### config.mk
export PLATFORM = sky130hd
export DESIGN_NAME = div_unit
export DESIGN_NICKNAME = d
export VERILOG_FILES = /design/src/rtl/div_unit.sv
export SDC_FILE = /design/constraint.sdc
export NUM_CORES = 1
export LEC_CHECK = 0
export CELL_PAD_IN_SITES_DETAIL_PLACEMENT = 0
export CELL_PAD_IN_SITES_GLOBAL_PLACEMENT = 1
export CORE_MARGIN = 1.5
export CORE_UTILIZATION = 48
export DETAILED_ROUTE_END_ITERATION = 16
export PLACE_DENSITY = 0.95
export SLEW_MARGIN = 40
export SYNTH_ARGS = -nofsm -noshare
export SYNTH_HDL_FRONTEND = slang
export SYNTH_SLANG_ARGS = --single-unit
### constraint.sdc
create_clock -name clk -period 10.55 [get_ports clk]
set_input_delay 1.5825 -clock clk [delete_from_list [all_inputs] [get_ports clk]]
set_output_delay 1.5825 -clock clk [all_outputs]
set_load 0.02 [all_outputs]
### src/rtl/div_unit.sv
// div_unit -- iterative radix-2 restoring divider for RV32M DIV/DIVU/REM/REMU.
//
// Sits in the execute stage. An accepted start either resolves on the fast
// path (divide by zero, signed overflow, optional cache hit) and presents
// the result one cycle later, or iterates one quotient bit per cycle and
// presents the result XLEN+1 cycles after accept. stall_req holds the
// upstream pipeline while the divider is working.
//
// Ports:
//   clk        core clock
//   rst_n      asynchronous active-low reset
//   start      decoded div_inst qualified by the ID/EX valid bit
//   divsel     001 DIV, 010 DIVU, 011 REM, 100 REMU (other codes ignored)
//   op_a       dividend (rs1)
//   op_b       divisor (rs2)
//   flush      pipeline flush, aborts an operation in CALC
//   busy       high whenever the FSM is not idle
//   stall_req  freeze request to upstream stages
//   done       one-cycle pulse, result valid
//   result     quotient or remainder, held until the next accepted result
//
// Optional build macro:
//   DIV_RESULT_CACHE_EN  remembers the last normal-path operands with both
//                        quotient and remainder; a matching DIV/REM or
//                        DIVU/REMU request completes on the fast path.
//
// state | meaning
// ------+---------------------------------------------
// IDLE  | waiting for work
// CALC  | iterating, one restoring step per cycle
// DONE  | presenting the result (done pulse)

module div_unit #(
  parameter int XLEN = 32
) (
  input  logic            clk,
  input  logic            rst_n,
  input  logic            start,
  input  logic [2:0]      divsel,
  input  logic [XLEN-1:0] op_a,
  input  logic [XLEN-1:0] op_b,
  input  logic            flush,
  output logic            busy,
  output logic            stall_req,
  output logic            done,
  output logic [XLEN-1:0] result
);

  localparam int CW = $clog2(XLEN) + 1;
  localparam logic [XLEN-1:0] SMIN = {1'b1, {(XLEN-1){1'b0}}};

  typedef enum logic [1:0] {
    IDLE = 2'd0,
    CALC = 2'd1,
    DONE = 2'd2
  } state_t;

  state_t state, state_nxt;

  // latched operation context
  logic            rem_sel;
  logic            sign_a;
  logic            sign_b;
  logic [XLEN-1:0] dvd;
  logic [XLEN-1:0] dsr;
  logic [XLEN-1:0] rem_q;
  logic [CW-1:0]   cnt;

  // request decode
  logic            sel_valid;
  logic            op_signed;
  logic            op_rem;
  logic            accept;
  logic            sign_a_in;
  logic            sign_b_in;
  logic [XLEN-1:0] mag_a_in;
  logic [XLEN-1:0] mag_b_in;
  logic            div_zero;
  logic            ovf;
  logic            cache_hit;
  logic            fast;
  logic [XLEN-1:0] fast_res;

  // restoring step
  logic [XLEN-1:0] rem_sh;
  logic [XLEN:0]   diff;
  logic            q_bit;
  logic [XLEN-1:0] rem_step;
  logic [XLEN-1:0] dvd_step;
  logic            last_step;
  logic [XLEN-1:0] quo_fix;
  logic [XLEN-1:0] rem_fix;
  logic [XLEN-1:0] calc_res;

  assign sel_valid = (divsel == 3'b001) || (divsel == 3'b010) ||
                     (divsel == 3'b011) || (divsel == 3'b100);
  assign op_signed = (divsel == 3'b001) || (divsel == 3'b011);
  assign op_rem    = (divsel == 3'b011) || (divsel == 3'b100);

  assign accept = start && (state == IDLE) && sel_valid && !flush;

  assign sign_a_in = op_signed & op_a[XLEN-1];
  assign sign_b_in = op_signed & op_b[XLEN-1];
  assign mag_a_in  = sign_a_in ? (~op_a + 1'b1) : op_a;
  assign mag_b_in  = sign_b_in ? (~op_b + 1'b1) : op_b;

  assign div_zero = (op_b == '0);
  assign ovf      = op_signed && (op_a == SMIN) && (op_b == '1);

`ifdef DIV_RESULT_CACHE_EN
  logic            cache_valid;
  logic            cache_signed;
  logic [XLEN-1:0] cache_a;
  logic [XLEN-1:0] cache_b;
  logic [XLEN-1:0] cache_q;
  logic [XLEN-1:0] cache_r;
  logic            lat_signed;
  logic [XLEN-1:0] lat_a;
  logic [XLEN-1:0] lat_b;

  // signedness match alone pairs DIV with REM and DIVU with REMU
  assign cache_hit = cache_valid && (cache_signed == op_signed) &&
                     (cache_a == op_a) && (cache_b == op_b);
`else
  assign cache_hit = 1'b0;
`endif

  assign fast = div_zero | ovf | cache_hit;

  always_comb begin
    fast_res = '0;
    if (div_zero) begin
      fast_res = op_rem ? op_a : '1;
    end else if (ovf) begin
      fast_res = op_rem ? '0 : SMIN;
`ifdef DIV_RESULT_CACHE_EN
    end else if (cache_hit) begin
      fast_res = op_rem ? cache_r : cache_q;
`endif
    end
  end

  // The remainder never exceeds 2^k-1 after k steps, so dropping its top bit
  // on the shift cannot lose information before the final step.
  assign rem_sh    = {rem_q[XLEN-2:0], dvd[XLEN-1]};
  assign diff      = {1'b0, rem_sh} - {1'b0, dsr};
  assign q_bit     = ~diff[XLEN];
  assign rem_step  = q_bit ? diff[XLEN-1:0] : rem_sh;
  assign dvd_step  = {dvd[XLEN-2:0], q_bit};
  assign last_step = (cnt == CW'(1));

  // sign_b is only ever set for signed ops, so unsigned ops pass through
  assign quo_fix  = (sign_a ^ sign_b) ? (~dvd_step + 1'b1) : dvd_step;
  assign rem_fix  = sign_a ? (~rem_step + 1'b1) : rem_step;
  assign calc_res = rem_sel ? rem_fix : quo_fix;

  always_ff @(posedge clk or negedge rst_n) begin
    if (!rst_n) begin
      state <= IDLE;
    end else begin
      state <= state_nxt;
    end
  end

  always_comb begin
    state_nxt = state;
    busy      = (state != IDLE);
    done      = (state == DONE);
    // flush drops the CALC term combinationally so the front end can redirect
    stall_req = accept || ((state == CALC) && !flush);
    case (state)
      IDLE: begin
        if (accept) begin
          state_nxt = fast ? DONE : CALC;
        end
      end
      CALC: begin
        if (flush) begin
          state_nxt = IDLE;
        end else if (last_step) begin
          state_nxt = DONE;
        end
      end
      DONE: begin
        state_nxt = IDLE;
      end
      default: begin
        state_nxt = IDLE;
      end
    endcase
  end

  always_ff @(posedge clk or negedge rst_n) begin
    if (!rst_n) begin
      rem_sel <= 1'b0;
      sign_a  <= 1'b0;
      sign_b  <= 1'b0;
      dvd     <= '0;
      dsr     <= '0;
      rem_q   <= '0;
      cnt     <= '0;
      result  <= '0;
    end else if (accept) begin
      rem_sel <= op_rem;
      sign_a  <= sign_a_in;
      sign_b  <= sign_b_in;
      dvd     <= mag_a_in;
      dsr     <= mag_b_in;
      rem_q   <= '0;
      cnt     <= CW'(XLEN);
      if (fast) begin
        result <= fast_res;
      end
    end else if ((state == CALC) && !flush) begin
      dvd   <= dvd_step;
      rem_q <= rem_step;
      cnt   <= cnt - CW'(1);
      if (last_step) begin
        result <= calc_res;
      end
    end
  end

`ifdef DIV_RESULT_CACHE_EN
  // flush leaves the cache alone; only reset clears it
  always_ff @(posedge clk or negedge rst_n) begin
    if (!rst_n) begin
      cache_valid  <= 1'b0;
      cache_signed <= 1'b0;
      cache_a      <= '0;
      cache_b      <= '0;
      cache_q      <= '0;
      cache_r      <= '0;
      lat_signed   <= 1'b0;
      lat_a        <= '0;
      lat_b        <= '0;
    end else begin
      if (accept) begin
        lat_signed <= op_signed;
        lat_a      <= op_a;
        lat_b      <= op_b;
      end
      if ((state == CALC) && !flush && last_step) begin
        cache_valid  <= 1'b1;
        cache_signed <= lat_signed;
        cache_a      <= lat_a;
        cache_b      <= lat_b;
        cache_q      <= quo_fix;
        cache_r      <= rem_fix;
      end
    end
  end
`endif

endmodule

# After elaboration in Yosys (flattened, before gate mapping)
# Index checks and enable logic that the tools add are counted.
totals:
  ff_bits: 138
  input_bits: 71
  elab_cells: 81
classes:
  n_addsub: 6
  eq_ne: 12
  mux: 25
  bitwise_logic: 9
  reduce_logical: 20
ops:
  columns: ["operator", "n"]
  rows:
  - ["$mux W32", 16]
  - ["$add A32 B1 Y32 const B", 4]
  - ["$not A32 Y32", 4]
  - ["$eq A32 B32 Y1 const B", 2]
  - ["$mux W31", 2]
  - ["$sub A32 B32 Y33", 1]
  - ["$logic_not A32 Y1", 1]
  - ["$mux W6", 2]
  - ["$mux W2", 4]
  - ["$eq A3 B2 Y1 const B", 2]
  - ["$eq A6 B1 Y1 const B", 1]
  - ["$logic_and A1 B1 Y1", 6]
  - ["$logic_or A1 B1 Y1", 6]
  - ["$reduce_bool A2 Y1", 3]
  - ["$sub A6 B1 Y6 const B", 1]
  - ["$pmux W2 S2", 1]
  - ["$eq A3 B1 Y1 const B", 1]
  - ["$eq A3 B3 Y1 const B", 1]
  - ["$ne A3 B3 Y1 const B", 1]
  - ["$reduce_and A3 Y1", 1]
  - ["$and A1 B1 Y1", 2]
  - ["$eq A2 B1 Y1 const B", 1]
  - ["$eq A2 B2 Y1 const B", 1]
  - ["$logic_not A2 Y1", 1]
  - ["7 further kinds", 7]

# Longest topological paths before layout
# Gate-level depths: netlist of run 1.
logic_depth:
  word_depth: 9
  mapped_depth: 25
  ltp_nobuf: 21

# Least setup slack after synthesis of run 1
# OpenSTA, ideal clock, no wires.
synth_timing:
  path_kind: "register to register"
  from: "register dvd[31]"
  to: "register result[30]"
  setup_time_ns: 0.130
  arrival_ns: 4.859
  required_ns: 10.420
  slack_ns: 5.561
  path_stages_with_launch: 24
  path_buffers: 4
  path_cell_list: "dfrtp_1 > inv_1 > ha_1 > fa_1 > nor2b_4 > o31ai_2 > a31o_4 > o31ai_4 > a21o_4 > clkbuf_8 > clkbuf_8 > clkbuf_1 > buf_1 > nand2_1 > o21ai_0 > ha_1 > nand2_1 > nor3_1 > nand4_1 > nor4b_1 > o21ai_0 > o31ai_1 > xnor2_1 > o21ai_0"
synth_via:
  elab_chain_cells: 9
synth_rtl:
  columns: ["item", "line_no", "rtl"]
  rows:
  - ["start: declaration", "64", "logic [XLEN-1:0] dvd;"]
  - ["start signal: assignment", "207", "dvd <= mag_a_in;"]
  - ["start signal: assignment", "215", "dvd <= dvd_step;"]
  - ["$sub A32 B32 Y33", "146", "assign diff = {1'b0, rem_sh} - {1'b0, dsr};"]
  - ["$mux W32 or $not A1 Y1 (tied branches)", "148, 147", null]
  - ["$not A32 Y32, on equally long branches", "154, 153", null]
  - ["$add A32 B1 Y32, on equally long branches", "154, 153", null]
  - ["$mux W32, on equally long branches", "154, 153", null]
  - ["$mux W32 (*)", "155", "assign calc_res = rem_sel ? rem_fix : quo_fix;"]
  - ["$mux W32 (*)", "218", "if (last_step) begin"]
  - ["$mux W32 (*)", "214", "end else if ((state == CALC) && !flush) begin"]
  - ["$mux W32 (*)", "203", "end else if (accept) begin"]
  - ["end signal: assignment", "212", "result <= fast_res;"]
  - ["end signal: assignment", "219", "result <= calc_res;"]
  - ["end: declaration", "46", "output logic [XLEN-1:0] result"]
# Every way passes the cells marked *; elsewhere a longest branch is shown, timed or not. The select of a mux whose other input is x is not followed.
# A chain may end at the register's enable or synchronous reset.

# Worst setup path in the final report of run 1
# Same ends and word-level chain as after synthesis.

==> results of run 1 <==
==> metal layers <==
layer / wire length, um / share of wire
met1: 16300 / 0.43
met2: 17600 / 0.47
met3: 2770 / 0.074
met4: 990 / 0.026
met5: 0 / 0
==> cells in the mapped netlist, types with 22 or more instances <==
| master | number |
|---|---|
| nor2_1 | 155 |
| xnor2_1 | 78 |
| xor2_1 | 59 |
| dfrtp_1 | 138 |
| o31ai_1 | 22 |
| a21oi_1 | 108 |
| clkbuf_1 | 60 |
| nand2_1 | 167 |
| nor3_1 | 37 |
| nand3_1 | 25 |
| ha_1 | 39 |
| a31oi_1 | 27 |
| o21ai_0 | 177 |
| a22oi_1 | 31 |
| inv_1 | 65 |
==> sequential cells by signal (all words and copies together) (netlist names) <==
| name | cells |
|---|---|
| dsr | 32 |
| dvd | 32 |
| result | 32 |
| rem_q | 31 |
| cnt | 6 |
| state | 2 |
| rem_sel | 1 |
| sign_a | 1 |
| sign_b | 1 |
==> where the power goes <==
part           switching, mW  total, mW  internal [mW]
Clock                  0.274      0.609          0.335
Combinational           1.67       2.72           1.05
Sequential             0.220      0.927          0.706
==> path summary, 6_finish.rpt <==
kind                         start    endpoint  cells past startpoint
setup reg to reg           dvd[31]  result[30]                     19
max in group asynchronous    rst_n     dvd[15]                      2
hold reg to reg            dsr[12]     dsr[12]                      2
setup / recovery           dvd[31]  result[30]                     19
hold / removal             dsr[12]     dsr[12]                      2
min in group asynchronous    rst_n      dsr[9]                      1
==> critical path: stages, from the launching register on <==
cell     delay [ns]
dfrtp_1        0.44
inv_1          0.07
ha_1           0.23
fa_1           0.44
nor2b_4        0.16
o31ai_2        0.12
a31o_4         0.28
o31ai_4        0.49
a21o_4         0.64
nand2_1        0.11
o21ai_0        0.16
ha_1           0.25
nand2_1        0.08
nor3_1         0.49
nand4_1        0.19
nor4b_1        0.41
o21ai_0        0.26
o31ai_1        0.33
xnor2_1        0.14
o21ai_0        0.08
==> per-stage QoR <==
| stage | util | cells | setup WS [ns] | power, mW |
|---|---|---|---|---|
| final | 0.567 | 1861 | 5.04 | 4.25 |
| after global routing | 0.567 | 1861 | 4.61 | 4.56 |
| after CTS | 0.566 | 1861 | 5.14 | 4.20 |
| after detailed placement | 0.541 | 1829 | 4.75 | 3.58 |
| after global placement | 0.541 | 1829 | 4.77 | 3.54 |
| after floorplan | - | 1467 | 5.56 | 2.87 |
==> final cells by class <==
class	instances	area [sq um]	share of cell area
clock inverter	15	160	0.0120
tap	319	399	0.0300
sequential	138	3450	0.260
multi-input combinational	1183	7420	0.558
timing repair buffer	123	1190	0.0896
inverter	66	248	0.0186
clock buffer	17	425	0.0320
==> cells by family after synthesis <==
group	count (synthesis)	synth area share
buffers and inverters	146	0.0573
and+or+nand+nor	497	0.204
muxes	27	0.0267
adders and majority gates	40	0.0441
DFF	138	0.300
xor gates and xnor gates	137	0.104
AOI/OAI and AO/OA	482	0.263
==> results list, run 1 <==
* Worst Setup Path Type: reg -> reg
* Fraction of the yosys area taken by sequential cells: 0.300
- Count of vias placed by the detailed router: 11631
- Largest net degree at the start of global routing: 79
- Leading cell types in the layout, fill and taps excluded: o21ai_0 (177), nand2_1 (165), nor2_1 (154), dfrtp_1 (138), a21oi_1 (107)
- Actual slew at the worst max-slew pin: 0.784 ns
* Clk buf depth: 2
- In the synthesized netlist the dominant register cell turns out to be dfrtp_1.
* IO Pins: 106
* HPWL reported at the end of detailed placement: 27.9 mm
- Of the cells placed in the final design, the portion with a size suffix greater than 1 is 0.0636.
- Via density per instance: 6.25
- Kind of path behind the tightest hold check: reg -> reg
- Final Setup Violations: 0
* Hold-fix buffers at CTS: 0
- Counting the buffers created by CTS gives 17.
- During synthesis, Yosys emitted a total of 0 warnings.
- The core region is 0.0235 sq mm.
* Post-synthesis sequential element count: 138
- Maximum VDD drop: 180 uV
- The first global-routing pass estimated 59.4 mm of wire.
- After clock tree synthesis, the setup repair step added 0 buffers.
* Leak: 5.45 nW
* Final ANT Viol Nets: 0
* Power Density: 320 mW/mm^2
- Fill cells in the final layout number 2179.
- Final wirelength: 37.7 mm
* Clock skew after layout: 0.0108 ns
* Layout Area Growth over Synthesis: 15.6%
- Critical Path AT: 5.81 ns
- The worst setup path is captured at a register.
* Maximum clock frequency: 0.182 GHz
- Diodes inserted: 0
- Initial core utilization: 0.490
- Counting every net in the synthesized netlist gives 1578.
* Post-route clock period utilization: 0.522
* Synth area leaders: dfrtp_1 (30%), o21ai_0 (7.7%), xnor2_1 (5.9%), nand2_1 (5.4%), nor2_1 (5.1%)
- Total cell area at the placement stage: 0.0127 sq mm
- Adding up every negative setup slack in the final design gives 0 ns.
- Post-synth top area cell: dfrtp_1
- Min Clock Period, post-route: 5.51 ns
- DRC Markers: 0
* Slew Viols, Final: 0
- Share of async-settable or async-resettable flops after synthesis: 1.00
- Global router's overall resource usage: 0.307
- The library cell used most frequently in the layout, excluding fill and tap cells, is o21ai_0.
* Die height: 158 um
* TritonCTS Sinks: 138
- Combined area of all synthesized cells: 0.0115 sq mm
* Number of nets in the layout: 1640
* Cell area after layout: 0.0133 sq mm
- Die width: 158 um
- In this run, the number of DRC markers left after iteration 0 of detailed routing was 955.
* Clock tree root buffer cell: clkbuf_16
- Vias in the first global route: 10892
* GR met2 Demand/Resource: 0.499
- CTS built an H-tree with a depth of 4.
- Grt met1 use: 0.421
- Final Hold Vio Count: 0
- Averaged over all synthesized cells, the footprint is 7.85 sq um.
* Netlist cell types: 95
- Routability-driven placement finished with a final weighted congestion of 0.896.
- Hold timing on the final database bottoms out at a slack of 0.484 ns.
* Headroom to the max-slew limit: 0.477
- Met3 capacity usage during global routing: 0.0485
* Number of rows in the core area: 56
- Kind of start point of the critical path: register
* EDFF count, synth: 0
* Critical-path maximum fanout: 56
- After clock tree synthesis, the clock-pin slew on the worst setup and hold paths is 0.07 ns.
- The flow ran to the end, and the final reports show no timing, DRC or antenna violations.
- Synthesis produced a netlist whose cell count is 1467.
* Initial antenna violation count: 1
* Clock latency on the worst-skew pair: 0.43 ns
- Internal reg-to-reg setup slack: 5.04 ns
- CTS tree: yes
- The first TritonRoute pass finished after 5 iterations.
- Number of buffers inserted by port buffering: 105
- Routed length per instance: 20.2 um
* Area fraction of the dominant cell type after synthesis: 0.300
* Unrepaired setup endpoints after global routing: no
* Max-capacitance violation count: 0
* Floorplan die area: 0.0249 sq mm
- Global routing finished with a remaining overflow of 0.
- Data required time at the worst endpoint: 10.85 ns
- After clock tree synthesis, the repair step resized 0 gates.
* Top Usage Layer GRT: met2
Power figures use the tool's default switching activity.
==> run 2, diff against run 1 <==
--- a/config.mk
+++ b/config.mk
@@ -8,9 +8,9 @@
 export CELL_PAD_IN_SITES_DETAIL_PLACEMENT = 0
 export CELL_PAD_IN_SITES_GLOBAL_PLACEMENT = 1
 export CORE_MARGIN = 1.5
-export CORE_UTILIZATION = 48
+export CORE_UTILIZATION = 44
 export DETAILED_ROUTE_END_ITERATION = 16
-export PLACE_DENSITY = 0.95
+export PLACE_DENSITY = 0.91
 export SLEW_MARGIN = 40
 export SYNTH_ARGS = -nofsm -noshare
 export SYNTH_HDL_FRONTEND = slang
==> constraint.sdc (replaced) <==
create_clock -name clk -period 5.3 [get_ports clk]
set_input_delay 0.795 -clock clk [delete_from_list [all_inputs] [get_ports clk]]
set_output_delay 0.795 -clock clk [all_outputs]
set_load 0.02 [all_outputs]
==> run 2 against run 1 <==
Against the previous run: combinational power increased by 100%; largest cell class unchanged; critical path type unchanged; fmax up 16%; sequential cell count did not move.
==> results list, run 2 (same netlist as run 1, synthesis figures left out) <==
- The flow ran to the end, and the final reports show no timing, DRC or antenna violations.
- The number of antenna violations at the first check in global routing came to 0 (-1).
- Count of vias placed by the detailed router: 11539 (-0.79%)
- The total global-route track usage was 0.281 (-0.0262).
- The area of the die is 0.0271 sq mm (+8.9%).
* Worst Setup Path Type: reg -> reg
- Clk pwr share: 0.141 (-0.002)
- Core box area: 0.0258 sq mm (+10%)
- The required time reported for the critical path endpoint is 5.61 ns (-5.24 ns).
- The H-tree depth was 4 (unchanged).
- Share of total power in sequential cells: 0.216 (-0.002)
- The via count of the first global-routing pass was 10952 (+0.55%).
* Switching pwr: 4.25 mW (+97%)
- Clock skew after layout: 0.0130 ns (+0.00225 ns)
- Power Internal: 4.25 mW (+100%)
- Die width: 165 um (+4.4%)
* Filler-free cell count of the finished design: 1890 (+1.6%)
* Maximum VDD drop: 292 uV (+62%)
- The slew at the pin closest to its max-slew limit was 0.787 ns (+0.00219 ns).
- Final wirelength: 37.4 mm (-0.58%)
- TritonCTS built the clock tree.
* DRC Markers: 0 (unchanged)
* Number of nets in the layout: 1654 (+0.85%)
- In the layout the commonest cells are o21ai_0 (177), nand2_1 (167), nor2_1 (154), dfrtp_1 (138), a21oi_1 (107).
* Pre-CTS setup slack: 0.628 ns (-4.12 ns)
- Setup TNS Final: 0 ns (unchanged)
- The number of gates given a new drive strength after cts came to 0 (unchanged).
- The ratio of total power to cell area is 633 mW/mm^2 (+98%).
- The share of the clock period used by the worst path after layout came to 0.898 (+0.376).
- The sum of overflow across all layers after global routing came to 0 (unchanged).
* Unrepaired setup endpoints after global routing: no
- The leakage power summed over all cells came to 5.52 nW (+1.3%).
- Hold-fix buffers at CTS: 0 (unchanged)
- Final Setup Violations: 0 (unchanged)
- The routed length per instance came to 19.8 um (-2.1%).
- HPWL reported at the end of detailed placement: 28.1 mm (+0.99%)
* Top flop regs: dsr (32), dvd (32), result (32)
* Leading cell type in the layout, fill and taps excluded: o21ai_0
* Number of buffers inserted by port buffering: 105 (unchanged)
- The area growth from synthesis to layout is 16.6%.
- Clock latency on the worst-skew pair: 0.43 ns (about the same)
- The clock transition at the registers of the reported paths came to 0.07 ns (about the same).
- The die height came to 165 um (+4.4%).
- The total count of max-transition violations in the final report is 0 (unchanged).
* Comb pwr share: 0.643 (+0.004)
- Final Hold Vio Count: 0 (unchanged)
- The number of vias per cell came to 6.11 (-2.3%).
* Critical-path maximum fanout: 13 (-77%)
- Initial core utilization: 0.445 (-0.0449)
* Share of layout cells above drive strength 1: 0.0689 (+0.00530)
- Net Sw Frac: 0.500 (-0.00813)
* Headroom to the max-slew limit: 0.471 (-0.00629)
- Max-capacitance violation count: 0 (unchanged)
* First DRT Iteration DRCs: 1140 (+19%)
* TritonCTS Sinks: 138 (unchanged)
- IO Pins: 106 (unchanged)
* Kind of path behind the tightest hold check: in -> async
- Clk buf depth: 2 (unchanged)
* Clock tree root buffer cell: clkbuf_16
* Wire length of the first global-routing pass: 59.3 mm (about the same)
* Overall power of the completed layout: 8.50 mW (+100%)
- Critical Path AT: 5.07 ns (-0.74 ns)
- Total setup buffers inserted after CTS: 0 (unchanged)
- The timing-limited maximum frequency was 0.210 GHz (+16%).
- STA classifies the critical path startpoint as a register.
- Min Clock Period, post-route: 4.76 ns (-0.748 ns)
- The weighted congestion reported at the end of routability-driven placement is 0.958 (+7.0%).
- Largest net degree at the start of global routing: 102 (+29%)
* Number of rows in the core area: 59 (+5.4%)
- Reg2reg path depth: 18 (-1)
* Pre-antenna DRT Iters: 6 (+1)
- Final-layout fill cell count: 2504 (+15%)
* Setup crit end kind: register
- The instance count after placement with tap cells included is 1858 (+1.6%).
- The number of buffers created by CTS was 17 (unchanged).
* Worst setup slack after layout: 0.541 ns (-4.50 ns)
- The number of nets still failing antenna checks after routing came to 0 (unchanged).
## run 2: path summary, 6_finish.rpt
check / start / end / slack [ns]
max: dsr[25] / result[24] / 0.54
min: rst_n / dvd[22] / 0.21
max reg2reg: dsr[25] / result[24] / 0.54
min reg2reg: dsr[5] / dsr[5] / 0.48
max in group asynchronous: rst_n / rem_q[6] / 4.27
min in group clk: dsr[5] / dsr[5] / 0.48
## run 2: area by class of cell
type | instances | area (sq um) | share of cell area
Timing Repair Buffer | 137 | 1320 | 0.0981
Clock inverter | 12 | 126 | 0.00942
Tap cell | 335 | 419 | 0.0312
Clock buffer | 18 | 439 | 0.0327
Antenna cell | 1 | 2.50 | 0.000187
Inverter | 66 | 248 | 0.0185
Multi-Input combinational cell | 1183 | 7410 | 0.552
Sequential cell | 138 | 3450 | 0.257
## run 2: stage by stage
step / util / area [sq um] / hold WS, ns
floorplan: - / 11500 / 0.450
global placement: 0.496 / 12800 / 0.463
detailed placement: 0.496 / 12800 / 0.472
CTS: 0.518 / 13400 / 0.436
global route: 0.519 / 13400 / 0.225
finish: 0.519 / 13400 / 0.211
## run 2: layer usage
layer,part of all wire,track usage,vias to the layer above
li1,-,-,5444
met1,0.43,0.381,5566
met2,0.47,0.458,481
met3,0.078,0.0485,48
met4,0.020,0.0835,0
met5,0,0,-
## run 2: power by group through the flow
stage | Combinational [mW] | Clock, mW | Sequential (mW)
finish | 5.46 | 1.19 | 1.84
global route | 6.00 | 1.23 | 1.88
CTS | 5.37 | 1.19 | 1.82
detailed placement | 5.34 | 0 | 1.84
global placement | 5.25 | 0 | 1.83
floorplan | 3.93 | 0 | 1.78
## run 2: worst max-delay path, stage by stage (launching register included)
cell and delay [ns]:
dfrtp_1 0.43, inv_1 0.07, ha_1 0.40, a21oi_1 0.17
o21ai_0 0.20, a221o_1 0.38, a21o_2 0.26, a21o_4 0.27
o21ai_0 0.30, ha_1 0.24, nand2_1 0.08, nor3_1 0.17
buf_4 0.17, nand4_1 0.11, nor4b_1 0.49, o21ai_0 0.29
o21ai_0 0.27, xor2_1 0.25, o31ai_1 0.09
